===== src/rtl/cpu_pkg.sv =====
// ---------------------------------------------------------------------------
// cpu_pkg
// Shared definitions for the front end of the CPU: instruction width, field
// positions inside a 21-bit instruction word, opcode constants and a helper
// that recognises the HALT opcode.
// Layout: opcode [20:17], op1 [16:14], op2 [13:11], op3 [10:8], imm [7:0].
// ---------------------------------------------------------------------------
package cpu_pkg;

   localparam int INSTR_W    = 21;
   localparam int DEF_ADDR_W = 8;

   localparam int OPC_HI = 20;
   localparam int OPC_LO = 17;
   localparam int OP1_HI = 16;
   localparam int OP1_LO = 14;
   localparam int OP2_HI = 13;
   localparam int OP2_LO = 11;
   localparam int OP3_HI = 10;
   localparam int OP3_LO = 8;
   localparam int IMM_HI = 7;
   localparam int IMM_LO = 0;

   typedef enum logic [3:0] {
      OPC_NOP    = 4'h0,
      OPC_ALU    = 4'h1,
      OPC_LOAD   = 4'h2,
      OPC_STORE  = 4'h3,
      OPC_BRANCH = 4'h4,
      OPC_JUMP   = 4'h5,
      OPC_HALT   = 4'hF
   } opcode_e;

   typedef struct packed {
      logic [3:0] opc;
      logic [2:0] op1;
      logic [2:0] op2;
      logic [2:0] op3;
      logic [7:0] imm;
   } instr_t;

   // True when the word carries the HALT opcode.
   function automatic logic isHalt(input logic [INSTR_W-1:0] word);
      return word[OPC_HI:OPC_LO] == OPC_HALT;
   endfunction

endpackage


===== src/rtl/fetch_fifo.sv =====
// ---------------------------------------------------------------------------
// fetch_fifo
// Small synchronous FIFO holding fetched {pc, instruction} entries between
// the fetch logic and decode.
// Ports:
//   clk_i, rst_i   clock, synchronous active-high reset
//   clear_i        drop all entries (takes priority over push)
//   push_i, data_i write an entry
//   pop_i          remove head entry (ignored when empty)
//   valid_o        head entry present
//   data_o         head entry, zero while empty
//   count_o        number of stored entries (0..DEPTH)
// ---------------------------------------------------------------------------
module fetch_fifo #(
   parameter int DEPTH = 4,
   parameter int WIDTH = 29,
   parameter int CNT_W = $clog2(DEPTH + 1)
) (
   input  logic             clk_i,
   input  logic             rst_i,
   input  logic             clear_i,
   input  logic             push_i,
   input  logic [WIDTH-1:0] data_i,
   input  logic             pop_i,
   output logic             valid_o,
   output logic [WIDTH-1:0] data_o,
   output logic [CNT_W-1:0] count_o
);

   localparam int PTR_W = $clog2(DEPTH);

   logic [WIDTH-1:0] mem_q [DEPTH];
   logic [PTR_W-1:0] rdPtr_q;
   logic [PTR_W-1:0] wrPtr_q;
   logic [CNT_W-1:0] count_q;
   logic             doPush;
   logic             doPop;

   // Pointers wrap explicitly so DEPTH need not be a power of two.
   function automatic logic [PTR_W-1:0] nextPtr(input logic [PTR_W-1:0] p);
      return (p == PTR_W'(DEPTH - 1)) ? '0 : p + PTR_W'(1);
   endfunction

   // A push into a full FIFO is only accepted when the head leaves in the
   // same cycle.
   always_comb begin
      doPop  = pop_i && (count_q != '0);
      doPush = push_i && ((count_q != CNT_W'(DEPTH)) || doPop);
   end

   // Pointer and occupancy bookkeeping.
   always_ff @(posedge clk_i) begin
      if (rst_i || clear_i) begin
         rdPtr_q <= '0;
         wrPtr_q <= '0;
         count_q <= '0;
      end else begin
         if (doPush) begin
            wrPtr_q <= nextPtr(wrPtr_q);
         end
         if (doPop) begin
            rdPtr_q <= nextPtr(rdPtr_q);
         end
         if (doPush && !doPop) begin
            count_q <= count_q + CNT_W'(1);
         end else if (doPop && !doPush) begin
            count_q <= count_q - CNT_W'(1);
         end
      end
   end

   // Storage array needs no reset; stale contents are hidden by valid_o.
   always_ff @(posedge clk_i) begin
      if (doPush && !clear_i && !rst_i) begin
         mem_q[wrPtr_q] <= data_i;
      end
   end

   // Head is forced to zero while empty so decode never sees stale words.
   always_comb begin
      valid_o = (count_q != '0);
      data_o  = valid_o ? mem_q[rdPtr_q] : '0;
      count_o = count_q;
   end

endmodule


===== src/rtl/fetch_unit.sv =====
// ---------------------------------------------------------------------------
// fetch_unit
// Instruction fetch stage in front of decode. Keeps the PC, issues reads to a
// synchronous-read instruction memory, buffers returned words in fetch_fifo
// and hands them to decode over valid/ready. Supports redirect and HALT.
// Ports:
//   clk, rst                        clock, synchronous active-high reset
//   run                             fetch enable for new reads
//   imem_en, imem_addr, imem_data   memory read strobe / address / data
//   redirect_valid, redirect_pc     flush and restart at a new PC
//   instr_valid, instr_ready        decode handshake
//   instr, instr_pc                 head word and its address
//   halted                          HALT seen, fetch stopped
// ---------------------------------------------------------------------------
module fetch_unit #(
   parameter int ADDR_W  = cpu_pkg::DEF_ADDR_W,
   parameter int INSTR_W = cpu_pkg::INSTR_W,
   parameter int DEPTH   = 4
) (
   input  logic               clk,
   input  logic               rst,
   input  logic               run,
   output logic               imem_en,
   output logic [ADDR_W-1:0]  imem_addr,
   input  logic [INSTR_W-1:0] imem_data,
   input  logic               redirect_valid,
   input  logic [ADDR_W-1:0]  redirect_pc,
   output logic               instr_valid,
   input  logic               instr_ready,
   output logic [INSTR_W-1:0] instr,
   output logic [ADDR_W-1:0]  instr_pc,
   output logic               halted
);

   import cpu_pkg::*;

   localparam int CNT_W = $clog2(DEPTH + 1);
   localparam int SUM_W = CNT_W + 1;
   localparam int ENT_W = ADDR_W + INSTR_W;

   logic [ADDR_W-1:0] pc_q, pc_d;
   logic [ADDR_W-1:0] pendingPc_q, pendingPc_d;
   logic              pending_q, pending_d;
   logic              halted_q, halted_d;

   logic [CNT_W-1:0]  fifoCount;
   logic              fifoValid;
   logic [ENT_W-1:0]  headEntry;
   logic              issue;
   logic              retHalt;
   logic              push;
   logic              pop;

   // Issue decision looks only at registered occupancy plus the in-flight
   // read, so decode's ready never reaches the memory strobe and the FIFO
   // always has room for every outstanding return.
   always_comb begin
      issue = run && !halted_q && !rst && !redirect_valid &&
              ((SUM_W'(fifoCount) + SUM_W'(pending_q)) < SUM_W'(DEPTH));
      retHalt = pending_q && isHalt(imem_data);
      push    = pending_q && !retHalt;
      pop     = fifoValid && instr_ready;
   end

   // Next-state for PC, in-flight read and halt flag. A HALT return rewinds
   // the PC to the HALT word and drops any read issued alongside it.
   always_comb begin
      pc_d        = pc_q;
      pending_d   = 1'b0;
      pendingPc_d = pendingPc_q;
      halted_d    = halted_q;
      if (redirect_valid) begin
         pc_d     = redirect_pc;
         halted_d = 1'b0;
      end else begin
         if (issue) begin
            pc_d        = pc_q + ADDR_W'(1);
            pending_d   = 1'b1;
            pendingPc_d = pc_q;
         end
         if (retHalt) begin
            pc_d      = pendingPc_q;
            pending_d = 1'b0;
            halted_d  = 1'b1;
         end
      end
   end

   // State register.
   always_ff @(posedge clk) begin
      if (rst) begin
         pc_q        <= '0;
         pendingPc_q <= '0;
         pending_q   <= 1'b0;
         halted_q    <= 1'b0;
      end else begin
         pc_q        <= pc_d;
         pendingPc_q <= pendingPc_d;
         pending_q   <= pending_d;
         halted_q    <= halted_d;
      end
   end

   // Redirect clears the buffer, which also discards a same-cycle return.
   fetch_fifo #(
      .DEPTH (DEPTH),
      .WIDTH (ENT_W),
      .CNT_W (CNT_W)
   ) uFifo (
      .clk_i   (clk),
      .rst_i   (rst),
      .clear_i (redirect_valid),
      .push_i  (push),
      .data_i  ({pendingPc_q, imem_data}),
      .pop_i   (pop),
      .valid_o (fifoValid),
      .data_o  (headEntry),
      .count_o (fifoCount)
   );

   // Outputs.
   always_comb begin
      imem_en     = issue;
      imem_addr   = pc_q;
      instr_valid = fifoValid;
      instr_pc    = headEntry[ENT_W-1:INSTR_W];
      instr       = headEntry[INSTR_W-1:0];
      halted      = halted_q;
   end

endmodule


===== config.mk =====
export PLATFORM = sky130hd
export DESIGN_NAME = fetch_unit
export DESIGN_NICKNAME = d
export VERILOG_FILES = /design/src/rtl/cpu_pkg.sv /design/src/rtl/fetch_fifo.sv /design/src/rtl/fetch_unit.sv
export SDC_FILE = /design/constraint.sdc
export NUM_CORES = 1
export LEC_CHECK = 0
export BUFFER_PORTS_ARGS = -buffer_cell sky130_fd_sc_hd__buf_2
export CAP_MARGIN = 15
export CORE_AREA = 2 2 94 114
export CTS_BUF_LIST = sky130_fd_sc_hd__clkbuf_4 sky130_fd_sc_hd__clkbuf_8
export DETAILED_ROUTE_END_ITERATION = 8
export DIE_AREA = 0 0 96 116
export GPL_TIMING_DRIVEN = 0
export PLACE_DENSITY_LB_ADDON = 0.05
export SLEW_MARGIN = 15
export SYNTH_ARGS = -nofsm -noshare
export SYNTH_HDL_FRONTEND = slang
export SYNTH_HIERARCHICAL = 1
export SYNTH_SLANG_ARGS = --single-unit

===== constraint.sdc =====
create_clock -name clk -period 6.49 [get_ports clk]
set_clock_uncertainty 0.2 [all_clocks]
set_input_delay 1.298 -clock clk [delete_from_list [all_inputs] [get_ports clk]]
set_output_delay 1.298 -clock clk [all_outputs]
set_load 0.005 [all_outputs]

==> impl_metrics.tcl, run 1 <==
set metrics [dict create \
    cp-end-kind "output pin" \
    ir_drop_mv 0.1374 \
    cts_buffer_depth 2 \
    layout.cells.non_filler 578 \
    wl_per_cell_um 19.00 \
    grt_max_degree 29 \
    wirelength_um 10980 \
    slew_viol_final 0 \
    syn-num-nets 385 \
    p_sw_share_pct 20.49 \
    postCtsSetupBuffers 0 \
    grt_pass1_wl_um 17500 \
    drv_cap 0 \
    r2r_setup_slack_ns 2.82 \
    areaGrowthSynthToFinish_pct 17.39 \
    grt_usage_pct 21.91 \
    worst_ep_required_time_ns 4.99 \
    final_common_cell "edfxtp_1" \
    postSynth.asyncResetShare_pct 0 \
    die_x_um 96 \
    p_leak_nw 2.433 \
    drt_iter0_drc 268 \
    place_inst 546 \
    rows 40 \
    arrival_ns 2.87 \
    crit_family "simple AND/OR/NAND/NOR gates" \
    cts-root-buf "clkbuf_8" \
    gr-total-overflow 0 \
    relSlewSlack_pct 52.19 \
    seq_area_frac_synth_pct 68.78 \
    gp_congestion 0.8583 \
    ctsResizeCount 0 \
    dp_hpwl_um 7261 \
    start_kind "input pin" \
    finalSetupViolCount 0 \
    synth_edf_count 116 \
    layout_common_cells "116 x edfxtp_1, 75 x buf_2, 29 x mux4_2, 29 x nor2b_1, 27 x dfxtp_1" \
    seq_power_share_pct 55.6 \
    die_area_um2 11140 \
    clockPowerShare_pct 40.1 \
    synth_area_um2 5851 \
    drc_errors 0 \
    worst_pin_slew_ns 0.7172 \
    post_route_cells_drive_above_1_share_pct 34.51 \
    p_int_mw 1.439 \
    die_y_um 116 \
    vias_per_cell 5.751 \
    cp_cell_sequence "buf_2, buf_6, or4b_4, nor3_4, buf_4, buf_2" \
    synth-seq-cells 143 \
    worstSkewPairLatency_ns 0.44 \
    critPathMaxStageDelay_ns 0.57 \
    ys.flop_type "edfxtp_1" \
    coreArea_um2 9960 \
    grt_pass1_vias 3362 \
    status "finished clean" \
    syn_inst 343 \
    hold_viol 0 \
    start_util_pct 58.74 \
    syn_avg_cell_area_um2 17.06 \
    p_sw_mw 0.3709 \
    nets 481 \
    cp.buffers_inverters 4 \
    dr.pass1.iters 4 \
    cts.sinks 143 \
    port_buffers 73 \
    numCtsBuffers 17 \
    pin_count 74 \
    final.period_utilization_pct 67.32 \
    vias 3324 \
    antenna_found_initial 0 \
    period_needed_ns 4.369 \
    fmax_mhz 228.9 \
    cts_hold_buf 0 \
    yosysWarnings 6 \
    tritoncts "built" \
    cpMostUsedCell "buf_2" \
    crit_fanout 10 \
    p_comb_share_pct 4.3 \
    cts_max_level 4 \
    drtAntennaViolNets 0 \
    rsz0062_at_grt "false" \
    p_per_area_nw_per_um2 263.5 \
    hold_class "flip-flop to flip-flop" \
    antenna_cells 0 \
    synth_cell_types 41 \
    crit_type "input pin to output pin" \
    clk_pin_slew_worst_paths_ns 0.08 \
    setup_tns_ns 0 \
    crit_slowest_cell "or4b_4" \
]
## area by class of cell
type | count | area [um2]
buffer | 15 | 85.08
clock buffer | 17 | 234.0
clock inverter | 15 | 175.2
fill | 696 | 3092
inverter | 8 | 30.03
multi-input combinational | 177 | 1717
sequential | 143 | 4024
tap | 126 | 157.7
timing repair buffer | 77 | 445.4
## worst min-delay path, cell delays in order, from the launching register on
cell and delay [ns]:
dfxtp_1 0.33, nand2_1 0.06, a21oi_1 0.08
## layer usage
layer  GRT usage (%)  vias up  share of wire, %
li1                -     1557                 -
met1           28.04     1663                42
met2           35.51       88                51
met3           6.047       16               4.9
met4           8.857        0               2.0
met5               0        -                 0
## final timing paths
check	start	end	depth (start not counted)
max	rst	imem_en	6
min	uFifo/rdPtr_q[0]	uFifo/rdPtr_q[0]	2
max reg2reg	uFifo/count_o[0]	uFifo/count_o[2]	13
min reg2reg	uFifo/rdPtr_q[0]	uFifo/rdPtr_q[0]	2
## cells in the mapped netlist, types with 2 or more instances
master	instances	area, um2
a2111oi_2	2	30.03
a21oi_1	4	20.02
a311o_1	2	20.02
a311oi_1	5	43.79
and2_1	2	12.51
and3_1	6	37.54
buf_2	2	10.01
buf_4	3	22.52
buf_6	2	22.52
clkbuf_1	8	30.03
dfxtp_1	27	540.5
edfxtp_1	116	3483
ha_1	7	87.58
inv_1	8	30.03
mux2i_1	9	90.09
mux4_2	29	653.1
nand2_1	11	41.29
nand3_1	5	25.02
nand4_1	3	18.77
nor2_1	15	56.30
nor2b_1	29	181.4
nor3_1	11	55.05
nor4_4	2	42.54
o211ai_1	2	15.01
o21ai_0	7	35.03
o221ai_1	2	17.52
o31ai_1	2	15.01
o31ai_2	2	25.02
o32ai_1	2	17.52
or3_1	3	18.77
or4b_4	2	27.53
xnor2_1	3	26.28
xor2_1	2	17.52
## flip-flops by register name (all words and copies together), names as in the netlist, named ones only
name	count
halted	1
imem_addr	8
pendingPc_q	8
pending_q	1
uFifo/count_o	3
uFifo/mem_q	116
uFifo/rdPtr_q	2
uFifo/wrPtr_q	2
## kinds of logic after synthesis
logic type               count (synthesis)  synth area share (%)
flip-flops                             143                 68.78
buffers and inverters                   23                 1.967
adder cells (fa/ha/maj)                  8                 1.839
AND/OR/NAND/NOR                         95                 9.752
AO/OA/AOI/OAI                           31                 4.213
XOR/XNOR                                 5                0.7486
multiplexers                            38                 12.70
## power by group through the flow
stage	clock network, mW	registers, mW	logic (mW)
3_5_place_dp	0	1.03	0.0787
4_1_cts	0.741	1.01	0.0790
3_3_place_gp	0	1.03	0.0758
6_report	0.726	1.01	0.0777
5_1_grt	0.779	1.01	0.0876
2_1_floorplan	0	1.02	0.0412
## stage by stage
step	setup WS, ns	utilization (%)	power [mW]	hold slack (ns)	area [um2]
after CTS	2.098	68.96	1.825	0.3270	6868
after floorplan	2.496	-	1.065	0.2634	5851
final	2.121	68.96	1.810	0.3274	6868
after detailed placement	2.102	64.85	1.105	0.3153	6459
after global placement	2.105	64.00	1.101	0.2809	6374
after global routing	2.042	68.96	1.873	0.3559	6868
No activity file was read; power rests on OpenSTA's default activity.
==> inputs of run 2 (changes only) <==
Settings changed: CORE_AREA 2 2 94 114 to 2 2 99 120, DIE_AREA 0 0 96 116 to 0 0 101 122.
Clock period 6.49 ns to 3.5 ns, I/O delays scaled along.
==> impl_metrics.tcl, run 2 (synthesized netlist as in run 1, its figures left out) <==
set metrics [dict create \
    power_mw 3.566 \
    setup_tns_ns 0 \
    critPathMaxStageDelay_ns 0.49 \
    ir_drop_mv 0.2495 \
    antenna_cells 0 \
    cp_cell_sequence "nor3_2, clkbuf_4, inv_1, and2_1, or4b_4, and2_4, buf_6, ha_1, inv_1, fa_1, xor2_1, or3_1, a21oi_1" \
    final_common_cell "edfxtp_1" \
    cp-end-kind "flip-flop" \
    vias 3285 \
    finalSetupViolCount 0 \
    clockPowerShare_pct 43.6 \
    hold_class "input pin to flip-flop" \
    status "finished clean" \
    crit_path_start "uFifo/count_o[0]" \
    dr.pass1.iters 4 \
    p_int_mw 2.888 \
    postCtsSetupBuffers 0 \
    rows 43 \
    arrival_ns 3.47 \
    relSlewSlack_pct 49.25 \
    hold_ws_ns 0.2828 \
    wl_per_cell_um 18.77 \
    die_y_um 122 \
    worst_pin_slew_ns 0.7532 \
    tritoncts "built" \
    pin_count 74 \
    nets 481 \
    n_fill_cell 897 \
    drtAntennaViolNets 0 \
    crit_slowest_cell "or4b_4" \
    fmax_mhz 302.9 \
    cts-root-buf "clkbuf_8" \
    regMostFlops "uFifo/mem_q" \
    grt_pass1_wl_um 17280 \
    worstSkewPairLatency_ns 0.43 \
    port_buffers 73 \
    final.period_utilization_pct 94.32 \
    cts.sinks 143 \
    layout_common_cells "116 x edfxtp_1, 75 x buf_2, 29 x mux4_2, 29 x nor2b_1, 27 x dfxtp_1" \
    coreArea_um2 11300 \
    gr-total-overflow 0 \
    r2r-end "uFifo/count_o[2]" \
    r2r_setup_slack_ns 0.20 \
    seq_power_share_pct 52.3 \
    numCtsBuffers 17 \
    ff2ff_path_depth 13 \
    worst_ep_required_time_ns 3.66 \
    start_util_pct 51.78 \
    cpMostUsedCell "inv_1" \
    p_sw_share_pct 19.01 \
    start_kind "flip-flop" \
    fin_area_um2 6974 \
    grt_pass1_vias 3188 \
    crit_type "flip-flop to flip-flop" \
    crit_fanout 10 \
    largest_register_ffs 116 \
    endpoint "uFifo/count_o[2]" \
    rr_startpoint "uFifo/count_o[0]" \
    grt_max_degree 26 \
    antenna_found_initial 0 \
    grt_usage_pct 19.39 \
    placed_cell_area_um2 6485 \
    cts_buffer_depth 2 \
    period_needed_ns 3.301 \
    areaGrowthSynthToFinish_pct 19.20 \
    rsz0062_at_grt "false" \
    wirelength_um 11020 \
    hold_viol 0 \
    p_leak_nw 2.476 \
    dp_hpwl_um 7409 \
    vias_per_cell 5.596 \
    drc_errors 0 \
    drv_cap 0 \
    cts_max_level 4 \
    p_per_area_nw_per_um2 511.3 \
    die_area_um2 12320 \
    drt_iter0_drc 132 \
    p_comb_share_pct 4.1 \
    gp_congestion 0.7725 \
    clk_pin_slew_worst_paths_ns 0.08 \
    cts_hold_buf 0 \
    die_x_um 101 \
    final_util_pct 61.73 \
    post_route_cells_drive_above_1_share_pct 34.73 \
    slew_viol_final 0 \
    p_sw_mw 0.6777 \
]
==> run 2: cell types whose count changed in the layout (fill, tap and decap cells not counted) <==
cell,change
buf_12,-2
buf_16,+2
bufinv_16,+3
clkbuf_1,-1
clkbuf_4,+1
clkinv_1,+1
clkinv_2,-3
clkinvlp_4,-1
nor3_1,-1
nor3_2,+1
==> run 2: per-stage QoR <==
stage / setup slack [ns] / cells
3_5_place_dp: -0.2511 / 555
3_3_place_gp: -0.4661 / 551
6_report: 0.1989 / 587
4_1_cts: 0.08030 / 587
2_1_floorplan: 0.3945 / 343
5_1_grt: 0.02267 / 587
==> run 2: cell type report <==
| type | instances | area (um2) | share of cell area [%] |
|---|---|---|---|
| buffer | 15 | 88.84 | 1.274 |
| clock buffer | 17 | 234.0 | 3.355 |
| clock inverter | 15 | 246.5 | 3.534 |
| inverter | 8 | 30.03 | 0.4306 |
| multi-input combinational | 177 | 1722 | 24.69 |
| sequential | 143 | 4024 | 57.70 |
| tap | 135 | 168.9 | 2.422 |
| timing repair buffer | 77 | 460.4 | 6.602 |
==> run 2: critical path: cells and delay by family, from the launching register on <==
kind | cells | cell delay (ns)
fa+ha+maj | 2 | 0.37
xor+xnor | 1 | 0.07
flops | 1 | 0.39
buf+inv | 4 | 0.60
compound gates | 1 | 0.13
simple gates | 5 | 1.45
==> run 2: layer usage <==
layer	wire length, um	GRT usage [%]	share of wire (%)	vias to the layer above
met2	5776	33.38	52	93
met1	4622	23.97	42	1636
met5	0	0	0	-
li1	-	-	-	1549
met3	541	5.164	4.9	7
met4	78	6.081	0.71	0
==> run 2: timing repair <==
action / 4_1_cts / 5_1_grt
hold endpoints to repair: 0 / 0
setup endpoints to repair: 86 / 2
gates cloned: 0 / 0
resized for setup: 2 / 2
==> run 2: worst min-delay path by stage <==
stage                          start                 end  depth (start not counted)
floorplan           uFifo/rdPtr_q[0]           flip-flop                          2
global placement    uFifo/rdPtr_q[0]    uFifo/rdPtr_q[0]                          2
detailed placement  uFifo/rdPtr_q[0]    uFifo/rdPtr_q[0]                          2
CTS                    imem_data[16]  uFifo/mem_q[0][16]                          1
global route           imem_data[12]  uFifo/mem_q[0][12]                          1
finish                 imem_data[16]  uFifo/mem_q[0][16]                          1
==> run 2: power by group through the flow <==
stage | clock network [mW] | logic (mW) | registers (mW)
after floorplan | 0 | 0.0764 | 1.90
after global placement | 0 | 0.142 | 1.90
after detailed placement | 0 | 0.147 | 1.90
after CTS | 1.59 | 0.149 | 1.86
after global routing | 1.66 | 0.164 | 1.87
final | 1.55 | 0.147 | 1.87
==> inputs of run 3 (changes only) <==
Settings changed: CORE_AREA 2 2 99 120 to 2 2 97 122, DIE_AREA 0 0 101 122 to 0 0 99 124.
==> impl_metrics.tcl, run 3 (synthesized netlist as in run 1, its figures left out) <==
set metrics [dict create \
    arrival_ns 3.49 \
    wl_per_cell_um 18.80 \
    cpMostUsedCell "inv_1" \
    layout_setup_ws_ns 0.1762 \
    post_route_cells_drive_above_1_share_pct 35.84 \
    grt_max_degree 27 \
    clk_pin_slew_worst_paths_ns 0.07 \
    period_needed_ns 3.324 \
    areaGrowthSynthToFinish_pct 18.43 \
    final.period_utilization_pct 94.97 \
    ir_drop_mv 0.2510 \
    worst_ep_required_time_ns 3.66 \
    cp.depth 13 \
    worstSkewPairLatency_ns 0.43 \
    slew_viol_final 0 \
    cts_buffer_depth 2 \
    layout_common_cells "116 x edfxtp_1, 75 x buf_2, 29 x mux4_2, 29 x nor2b_1, 27 x dfxtp_1" \
    grt_pass1_wl_um 17490 \
    rsz0062_at_grt "false" \
    cts-root-buf "clkbuf_8" \
    regMostFlops "uFifo/mem_q" \
    gp_congestion 0.8181 \
    hold_viol 0 \
    hold_ws_ns 0.2818 \
    critPathMaxStageDelay_ns 0.50 \
    final_common_cell "edfxtp_1" \
    start_util_pct 53.05 \
    cts_max_level 4 \
    grt_usage_pct 19.41 \
    rows 43 \
    die_x_um 99 \
    coreArea_um2 11030 \
    status "finished clean" \
    largest_register_ffs 116 \
    gr-total-overflow 0 \
    cp_cell_sequence "nor3_2, clkbuf_4, inv_1, and2_1, or4b_4, and2_4, buf_6, ha_1, inv_1, fa_1, xor2_1, or3_1, a21oi_1" \
    die_y_um 124 \
    p_leak_nw 2.470 \
    hold_class "input pin to flip-flop" \
    whs_path_depth 1 \
    numCtsBuffers 17 \
    p_per_area_nw_per_um2 496.9 \
    grt_pass1_vias 3331 \
    pre_cts_slack_ns -0.2176 \
    crit_type "flip-flop to flip-flop" \
    drtAntennaViolNets 0 \
    wirelength_um 11040 \
    drc_errors 0 \
    port_buffers 73 \
    n_fill_cell 835 \
    vias 3268 \
    dr.pass1.iters 4 \
    pin_count 74 \
    relSlewSlack_pct 54.18 \
    dp_hpwl_um 7417 \
    ff2ff_path_depth 13 \
    antenna_found_initial 0 \
    drv_cap 0 \
    vias_per_cell 5.567 \
    fmax_mhz 300.9 \
    antenna_cells 0 \
    crit_slowest_cell "or4b_4" \
    cts.sinks 143 \
    finalSetupViolCount 0 \
    nets 481 \
    tritoncts "built" \
    worst_pin_slew_ns 0.6873 \
    crit_family "simple AND/OR/NAND/NOR gates" \
    start_kind "flip-flop" \
    crit_fanout 10 \
    postCtsSetupBuffers 0 \
    die_area_um2 12280 \
    cp.buffers_inverters 4 \
    cp-end-kind "flip-flop" \
    drt_iter0_drc 155 \
]
==> run 3: changes by cell type in the layout (fill, tap and decap cells not counted), moves of 2 or more <==
| cell | previous run | this run |
|---|---|---|
| inv_4 | 0 | 3 |
| clkbuf_8 | 17 | 21 |
| buf_12 | 2 | 4 |
| bufinv_16 | 7 | 4 |
| clkinv_1 | 5 | 0 |
| buf_16 | 2 | 0 |
==> run 3: repair_timing <==
action	in CTS	in global routing
endpoints found under the setup margin	2	1
pin swaps	0	0
resized for setup	2	2
hold buffers	0	0
==> run 3: worst paths after layout <==
path | slack [ns] | endpoint | startpoint
worst max register to register | 0.18 | uFifo/count_o[2] | uFifo/count_o[1]
worst min register to register | 0.32 | uFifo/rdPtr_q[0] | uFifo/rdPtr_q[0]
worst max-delay path | 0.18 | uFifo/count_o[2] | uFifo/count_o[1]
worst min-delay path | 0.28 | uFifo/mem_q[1][16] | imem_data[16]
==> run 3: area by class of cell <==
| class | count | area (um2) | area share, % |
|---|---|---|---|
| Sequential cell | 143 | 4024 | 58.07 |
| Clock buffer | 22 | 296.5 | 4.280 |
| Clock inverter | 10 | 153.9 | 2.221 |
| Multi-Input combinational cell | 177 | 1722 | 24.85 |
| Timing Repair Buffer | 77 | 445.4 | 6.428 |
| Tap cell | 135 | 168.9 | 2.438 |
| Inverter | 8 | 30.03 | 0.4334 |
| Buffer | 15 | 88.84 | 1.282 |
==> run 3: worst reg2reg max path: stages, from the launching register on <==
cell,delay (ns)
dfxtp_1,0.39
nor3_2,0.34
clkbuf_4,0.31
inv_1,0.08
and2_1,0.18
or4b_4,0.50
and2_4,0.17
buf_6,0.12
ha_1,0.20
inv_1,0.08
fa_1,0.17
xor2_1,0.07
or3_1,0.31
a21oi_1,0.15
==> run 3: report_power, final <==
| group | internal [mW] | switching (mW) | leakage [nW] |
|---|---|---|---|
| registers | 1.85 | 0.0193 | 1.31 |
| clock network | 0.859 | 0.573 | 0.237 |
| logic | 0.0654 | 0.0816 | 0.918 |
| total | 2.77 | 0.674 | 2.47 |
==> run 3: metrics by stage <==
step                TNS [ns]  power, mW  cells  instance area (um2)  utilization (%)
floorplan                  0      1.975    343                 5851                -
global placement      -43.01      2.044    551                 6385            57.89
detailed placement   -0.3765      2.050    555                 6470            58.66
CTS                        0      3.476    587                 6927            62.80
global route               0      3.567    587                 6929            62.82
finish                     0      3.443    587                 6929            62.82
==> run 3: per-layer routing <==
metal | GRT usage [%] | vias to the layer above | routed length, um
li1 | - | 1541 | -
met2 | 32.98 | 90 | 5706
met3 | 6.173 | 10 | 576
met4 | 6.592 | 0 | 129
met5 | 0 | - | 0
met1 | 23.64 | 1627 | 4624
